**src/rtl/agc_timing_pkg.sv**
```systemverilog
// Shared types and helpers for the AGC time-pulse generator.
// One-hot rings are limited to RING_MAX positions by the rotate helper.
package agc_timing_pkg;

    typedef enum logic [1:0] {
        ST_RUN      = 2'd0,
        ST_HALTED   = 2'd1,
        ST_STEPPING = 2'd2
    } tp_state_e;

    localparam int unsigned NUM_TP_DEF     = 12;
    localparam int unsigned PHASES_DEF     = 4;
    localparam int unsigned SCALER_W_DEF   = 17;
    localparam int unsigned SCALER_DIV_DEF = 2;
    localparam int unsigned RING_MAX       = 32;

    // Rotate a one-hot ring of 'width' positions by one place, wrapping top to bit 0.
    function automatic logic [RING_MAX-1:0] onehot_rotate(input logic [RING_MAX-1:0] ring,
                                                          input int unsigned width);
        logic [RING_MAX-1:0] rot;
        logic [4:0]          msb;
        msb = 5'(width - 1);
        rot = ring << 1;
        if (ring[msb]) begin
            rot = {{(RING_MAX-1){1'b0}}, 1'b1};
        end
        return rot;
    endfunction

endpackage

```
**src/rtl/agc_scaler_chain.sv**
```systemverilog
// Free-running scaler: prescales CLK_EN ticks, then counts modulo 2^SCALER_W.
// F_STB flags every 0->1 transition of each stage, aligned with the FS update.
module agc_scaler_chain
    import agc_timing_pkg::*;
#(
    parameter int unsigned SCALER_W   = SCALER_W_DEF,
    parameter int unsigned SCALER_DIV = SCALER_DIV_DEF
) (
    input  logic                sim_clk_i,
    input  logic                reset_n_i,
    input  logic                clk_en_i,
    output logic [SCALER_W-1:0] fs_o,
    output logic [SCALER_W-1:0] f_stb_o
);

    // A divide-by-one still needs a one-bit prescaler that simply stays at zero.
    localparam int unsigned      PRE_W    = (SCALER_DIV > 1) ? $clog2(SCALER_DIV) : 1;
    localparam logic [PRE_W-1:0] PRE_LAST = PRE_W'(SCALER_DIV - 1);

    logic [PRE_W-1:0]    pre_q, pre_d;
    logic [SCALER_W-1:0] fs_q, fs_d;
    logic [SCALER_W-1:0] f_stb_q;
    logic                pre_wrap;

    assign pre_wrap = clk_en_i && (pre_q == PRE_LAST);

    always_comb begin
        pre_d = pre_q;
        fs_d  = fs_q;
        if (clk_en_i) begin
            pre_d = pre_wrap ? '0 : pre_q + 1'b1;
            if (pre_wrap) begin
                fs_d = fs_q + 1'b1;
            end
        end
    end

    always_ff @(posedge sim_clk_i or negedge reset_n_i) begin
        if (!reset_n_i) begin
            pre_q   <= '0;
            fs_q    <= '0;
            f_stb_q <= '0;
        end else begin
            pre_q   <= pre_d;
            fs_q    <= fs_d;
            f_stb_q <= ~fs_q & fs_d;
        end
    end

    assign fs_o    = fs_q;
    assign f_stb_o = f_stb_q;

endmodule

```
**src/rtl/agc_timepulse_gen.sv**
```systemverilog
// Time-pulse generator: phase/TP one-hot rings, MCT strobe, STOP/STEP halt FSM,
// plus the free-running scaler chain which ignores the halt logic.
module agc_timepulse_gen
    import agc_timing_pkg::*;
#(
    parameter int unsigned NUM_TP     = NUM_TP_DEF,
    parameter int unsigned PHASES     = PHASES_DEF,
    parameter int unsigned SCALER_W   = SCALER_W_DEF,
    parameter int unsigned SCALER_DIV = SCALER_DIV_DEF
) (
    input  logic                sim_clk_i,
    input  logic                reset_n_i,
    input  logic                clk_en_i,
    input  logic                stop_i,
    input  logic                step_i,
    output logic [PHASES-1:0]   phs_o,
    output logic [NUM_TP-1:0]   tp_o,
    output logic                mct_stb_o,
    output logic                halted_o,
    output logic [SCALER_W-1:0] fs_o,
    output logic [SCALER_W-1:0] f_stb_o
);

    localparam logic [PHASES-1:0] PHS_FIRST = PHASES'(1);
    localparam logic [NUM_TP-1:0] TP_FIRST  = NUM_TP'(1);

    tp_state_e         state_q, state_d;
    logic [PHASES-1:0] phs_q, phs_d, phs_rot;
    logic [NUM_TP-1:0] tp_q, tp_d, tp_rot;
    logic              mct_q, mct_d;
    logic              arm_q, arm_d;
    logic              step_q;
    logic              halted_q;
    logic              step_rise, started, last_phase, mct_end;

    assign step_rise  = step_i & ~step_q;
    assign started    = |phs_q;
    assign last_phase = phs_q[PHASES-1];
    assign mct_end    = last_phase & tp_q[NUM_TP-1];
    assign phs_rot    = PHASES'(onehot_rotate(RING_MAX'(phs_q), PHASES));
    assign tp_rot     = NUM_TP'(onehot_rotate(RING_MAX'(tp_q), NUM_TP));

    always_comb begin
        state_d = state_q;
        phs_d   = phs_q;
        tp_d    = tp_q;
        mct_d   = 1'b0;
        arm_d   = arm_q;
        case (state_q)
            ST_RUN, ST_STEPPING: begin
                // Steps are only armed while halted; edges here are dropped, not queued.
                arm_d = 1'b0;
                if (clk_en_i) begin
                    if (!started) begin
                        phs_d = PHS_FIRST;
                        tp_d  = TP_FIRST;
                    end else if (mct_end) begin
                        mct_d = 1'b1;
                        if (stop_i) begin
                            state_d = ST_HALTED;
                            phs_d   = '0;
                            tp_d    = '0;
                        end else begin
                            state_d = ST_RUN;
                            phs_d   = PHS_FIRST;
                            tp_d    = TP_FIRST;
                        end
                    end else begin
                        phs_d = phs_rot;
                        if (last_phase) begin
                            tp_d = tp_rot;
                        end
                    end
                end
            end
            ST_HALTED: begin
                if (clk_en_i && !stop_i) begin
                    state_d = ST_RUN;
                    arm_d   = 1'b0;
                    phs_d   = PHS_FIRST;
                    tp_d    = TP_FIRST;
                end else if (clk_en_i && arm_q) begin
                    state_d = ST_STEPPING;
                    arm_d   = 1'b0;
                    phs_d   = PHS_FIRST;
                    tp_d    = TP_FIRST;
                end else begin
                    arm_d = arm_q | step_rise;
                end
            end
            default: state_d = ST_RUN;
        endcase
    end

    always_ff @(posedge sim_clk_i or negedge reset_n_i) begin
        if (!reset_n_i) begin
            state_q  <= ST_RUN;
            phs_q    <= '0;
            tp_q     <= '0;
            mct_q    <= 1'b0;
            arm_q    <= 1'b0;
            step_q   <= 1'b0;
            halted_q <= 1'b0;
        end else begin
            state_q  <= state_d;
            phs_q    <= phs_d;
            tp_q     <= tp_d;
            mct_q    <= mct_d;
            arm_q    <= arm_d;
            step_q   <= step_i;
            halted_q <= (state_d == ST_HALTED);
        end
    end

    agc_scaler_chain #(
        .SCALER_W  (SCALER_W),
        .SCALER_DIV(SCALER_DIV)
    ) u_scaler (
        .sim_clk_i(sim_clk_i),
        .reset_n_i(reset_n_i),
        .clk_en_i (clk_en_i),
        .fs_o     (fs_o),
        .f_stb_o  (f_stb_o)
    );

    assign phs_o     = phs_q;
    assign tp_o      = tp_q;
    assign mct_stb_o = mct_q;
    assign halted_o  = halted_q;

endmodule

```
**config.mk**
```make
export PLATFORM = sky130hd
export DESIGN_NAME = agc_timepulse_gen
export DESIGN_NICKNAME = d
export VERILOG_FILES = /design/src/rtl/agc_timing_pkg.sv /design/src/rtl/agc_scaler_chain.sv /design/src/rtl/agc_timepulse_gen.sv
export SDC_FILE = /design/constraint.sdc
export NUM_CORES = 1
export LEC_CHECK = 0
export CAP_MARGIN = 15
export CORE_MARGIN = 8
export CORE_UTILIZATION = 49
export CTS_CLUSTER_DIAMETER = 30
export DETAILED_ROUTE_END_ITERATION = 6
export PLACE_DENSITY = 0.84
export SLEW_MARGIN = 25
export SYNTH_ARGS = -nofsm -noshare
export SYNTH_HDL_FRONTEND = slang
export SYNTH_SLANG_ARGS = --single-unit
```
**constraint.sdc**
```tcl
create_clock -name sim_clk_i -period 2 [get_ports sim_clk_i]
set_input_delay 0.6 -clock sim_clk_i [delete_from_list [all_inputs] [get_ports sim_clk_i]]
set_output_delay 0.6 -clock sim_clk_i [all_outputs]
set_load 0.03 [all_outputs]
```
[Word-level counts from Yosys, hierarchy flattened]
Index checks and enable logic that the tools add are counted.
Word-level totals
  register bits after elaboration: 57
  bits of input ports: 5
  output and inout bits: 52
  word-level logic and storage cells: 68
Cells by class
  add/sub/neg operators: 2
  equality and inequality tests: 6
  multiplexer cells: 34
  bitwise operators: 6
  reduce and logical (&&, ||, !) cells: 10
Operators by type and width (number)
  12-bit two-way mux: 7
  17-bit two-way mux: 2
  4-bit two-way mux: 6
  12-bit one-hot mux with 2 select lines: 1
  17-bit by 1-bit adder with 17-bit output (second input constant): 1
  17-bit AND: 1
  17-bit NOT: 1
  1-bit two-way mux: 10
  2-bit two-way mux: 5
  4-bit one-hot mux with 2 select lines: 1
  2-bit by 1-bit == test with 1-bit output (second input constant): 2
  4-bit inequality test (second input constant): 1
  2-bit one-hot mux with 2 select lines: 1
  4-bit AND reduction: 1
  4-bit OR reduction: 1
  1-bit logical AND: 3
  3-bit inequality test (second input constant): 1
  3-bit AND reduction: 1
  1-bit AND: 2
  2-bit == test (second input constant): 1
  2-bit logical NOT: 1
  2-bit inequality test (second input constant): 1
  1-bit one-hot mux with 2 select lines: 1
  2-bit nonzero test: 1
  other kinds (5): 5

[Logic depth before layout (Yosys ltp)]
  word-level depth: 6
  depth in mapped cells: 5
  gate-level depth less buffers: 5

[Hierarchy]
Synthesis repeated with hierarchy kept, for this count alone.
Second synthesis, totals
  cells, all modules: 201
  area, all modules: 2352.3 um^2
Modules (own cells, without submodules)
  agc_scaler_chain: times used 1, cells each 103, area each 1327.5 um^2, sequential area each 875.8 um^2
  agc_timepulse_gen: times used 1, cells each 98, area each 1024.7 um^2, sequential area each 550.5 um^2

[Worst setup path after synthesis]
No wires, ideal clock.
  path kind: reg-to-reg
  from: register u_scaler.fs_q[0] (netlist: u_scaler.fs_o[0])
  to: register u_scaler.fs_q[14] (netlist: u_scaler.fs_o[14])
  setup time: 0.134 ns
  arrival time: 1.775 ns
  data required time: 1.866 ns
  slack: 0.092 ns
  cell stages (with the launch flop): 6
  path buffers: 0
  clock period less this slack: 1.908 ns
  cell sequence: dfrtp_1 ha_1 nand2_1 or3_4 or3_4 xnor2_2
Between the ends
  word-level cells in the longest chain between the ends: 3
Ends and longest elaborated chain
  start, declared: line agc_scaler_chain.sv:21  | logic [SCALER_W-1:0] fs_q, fs_d;
  start signal, assigned: line agc_scaler_chain.sv:45  | fs_q <= fs_d;
  17-bit by 1-bit adder with 17-bit output: line agc_scaler_chain.sv:33  | fs_d = fs_q + 1'b1;
  17-bit two-way mux: line agc_scaler_chain.sv:32  | if (pre_wrap) begin
  17-bit two-way mux: line agc_scaler_chain.sv:30  | if (clk_en_i) begin
  via u_scaler.fs_d[14]: line agc_scaler_chain.sv:21
The timed path passes the listed nets, and every way through them passes these cells.
A chain may end at the register's enable or synchronous reset.

[Worst setup path in the final report]
  from: register u_scaler.f_stb_q[14] (netlist: u_scaler.f_stb_o[14])
  to: output port f_stb_o[14]
RTL lines
  start, declared: line agc_scaler_chain.sv:22  | logic [SCALER_W-1:0] f_stb_q;
  start signal, assigned: line agc_scaler_chain.sv:46  | f_stb_q <= ~fs_q & fs_d;
  end, declared: line agc_timepulse_gen.sv:21  | output logic [SCALER_W-1:0] f_stb_o
No word-level cell between the ends.

==> metrics.txt <==
outcome complete, no violations; worst skew pair latency 330 ps; DRT iter0 DRCs 49; # placed instances 321; grt ovf 0; Max IR drop VDD 0.8425 mV; Sink Count 57; layout net count 284; Rows 25; switching pwr 1.561 mW; final core utilization 70.58%; delay-heaviest family, CP buffers and inverters; CP startpoint u_scaler.f_stb_o[14]; Worst Setup End Kind output port; Crit Path Category reg -> out; distinct cell type count after synthesis 39; io pins 57; CP Data Required Time 1400 ps; # Post-CTS Setup Buffers 0; Net Sw Frac 37.68%; worst path buffer plus inverter count 1; die height 85.21 µm; DP HPWL 3.625 mm; startpoint types flop; slowest cell delay on critical path 690 ps; r2r endpoint u_scaler.fs_o[14]; TritonCTS clock tree done; Antenna Cells 0; Core Region 0.004661 mm²; CTS Buffer Depth 2; Worst Path Max Fanout 1; dpl ws -300.5 ps; #FFs+latches synth 57; CP max stage cell clkdlybuf4s50_1; Leak Pwr 1.857 nW; Layout Area Growth over Synthesis 40.14%; RD Place Congestion 0.8171; TritonRoute pass-1 iters 4; Pint 2.581 mW; area of the multi-input gates 859.6 µm²; unrepaired setup endpoints after global routing no; FILL cells 351; critical path depth 1; root buffer cell clkbuf_8; H-tree depth 3; Hold WC Path Type in -> async; clock-pin slew on the worst setup and hold paths 60 ps; CP arrival 1340 ps; slew at the pin with the worst max-slew slack 416.7 ps; Top FF cell, synth dfrtp_1; post-synthesis sequential area ratio 60.77%; count leader, synth dfrtp_1; Mapped Area 0.002347 mm²; Post-synth EDFFs 0; final setup margin 62.28 ps; crit-path cells clkdlybuf4s50_1; Tmin final 1938 ps; die area 0.007261 mm²; number of global-route vias before repair 1800; die width 85.21 µm; initial antenna violation count 0; final slew viol count 0; Final period util 96.89%; post-synth top area share 60.77%; Flop pwr share 38.7%; DRC Markers 0; Setup crit end f_stb_o[14]; skew final 5.684 ps; post-synthesis cell count 195; Rel. slew slack 71.96%; placed instance area 0.003120 mm²; Comb pwr share 38.7%; Final Hold Viols 0; Finished Layout Cells 334; r2r setup slk 240 ps; final setup vio count 0; ANT nets after route 0; syn_area_per_cell 12.04 µm²; FF/Latch Area 0.001426 mm²; maxcap violations 0; largest area contributor in the netlist dfrtp_1; input/output buffers 56; first-pass GRT wire length 8.645 mm; Initial Utilization 50.36%; largest net degree at the start of global routing 58; Synth area leaders dfrtp_1, mux2i_1, xnor2_1, nand2_1, nor3_1; syn_nets 201; total number of vias 1716; power per cell area 1259 mW/mm²; Clock power frac 22.6%; vias per cell 5.138; Fmax achieved 516.1 MHz; layout cells sized above 1 18.57%; ys async rst share 100.0%; GRT Overall Usage 15.47%; Final Cell Area 0.003289 mm²; R2R depth 5; r2r startpoint u_scaler.fs_o[0]; total of warnings raised by yosys 0; Commonest cells post-synth dfrtp_1, nand2_1, nor2_1, inv_1; final hold slack 249.7 ps; WL/cell 15.38 µm; number of CTS-inserted buffers 9; final wirelength 5.138 mm
state kept, by name, indices dropped and copies added, names as in the netlist, 2 cells and up:
name,count
state_q,2
tp_o,12
phs_o,4
u_scaler.f_stb_o,17
u_scaler.fs_o,17
cell type report:
cell class / count / share of cell area [%]
clock buffers: 13 / 5.135
inverters: 11 / 1.255
multi-input cells: 122 / 26.13
flip-flops and latches: 57 / 43.36
well taps: 54 / 2.054
repair buffers: 77 / 22.06
cells in the final DEF (no fill, tap or decap), types with 4 or more instances in the layout:
cell / netlist / routed
a21o_1: 5 / 5
buf_4: 0 / 20
clkbuf_8: 0 / 12
clkdlybuf4s50_1: 0 / 22
dfrtp_1: 57 / 57
dlygate4sd2_1: 0 / 22
dlymetal6s2s_1: 0 / 11
inv_1: 11 / 11
mux2_2: 4 / 4
mux2i_1: 10 / 10
nand2_1: 21 / 21
nand3_1: 6 / 6
nor2_1: 12 / 12
nor3_1: 9 / 9
xnor2_1: 10 / 10
xor2_1: 5 / 5
worst min-delay path by stage:
stage | from | depth (start not counted) | end
2_1_floorplan | reset_n_i | 0 | arm_q
3_3_place_gp | u_scaler.fs_o[16] | 1 | u_scaler.f_stb_o[16]
3_5_place_dp | u_scaler.fs_o[16] | 1 | u_scaler.f_stb_o[16]
4_1_cts | reset_n_i | 2 | arm_q
5_1_grt | reset_n_i | 2 | step_q
6_report | reset_n_i | 2 | phs_o[3]
through the flow:
stage / power (mW) / setup TNS [ps]
finish: 4.142 / 0
global route: 4.376 / 0
CTS: 4.208 / 0
detailed placement: 3.341 / -2954
global placement: 3.297 / -2231
floorplan: 2.625 / 0
routing by layer:
layer  vias up  share of wire (%)  track usage (%)
met5         -                  0                0
met4         0                1.3            8.252
met3         9                9.5            8.108
met2        53                 48            22.66
met1       831                 41            17.89
li1        823                  -                -
power by group through the flow:
stage               registers (mW)  clock network [mW]  logic, mW
finish                        1.60               0.936       1.60
global route                  1.64                1.01       1.73
CTS                           1.61               0.966       1.63
detailed placement            1.63                   0       1.71
global placement              1.61                   0       1.69
floorplan                     2.05                   0      0.579
repair_timing:
item / in CTS / in global routing
hold endpoints to repair: 0 / 0
gates resized for setup: 22 / 11
setup endpoints to repair: 22 / 11
hold buffers: 0 / 0
kinds of logic (layout without fill, tap and decap cells):
family,after synthesis,in the layout,synth area share [%]
simple gates,80,80,19.67
flops,57,57,60.77
fa+ha+maj,1,1,0.5330
buf+inv,16,101,2.932
mux,14,14,6.183
xor+xnor,16,16,6.290
compound gates,11,11,3.625
Note: power is estimated with default switching activity, not from simulation.
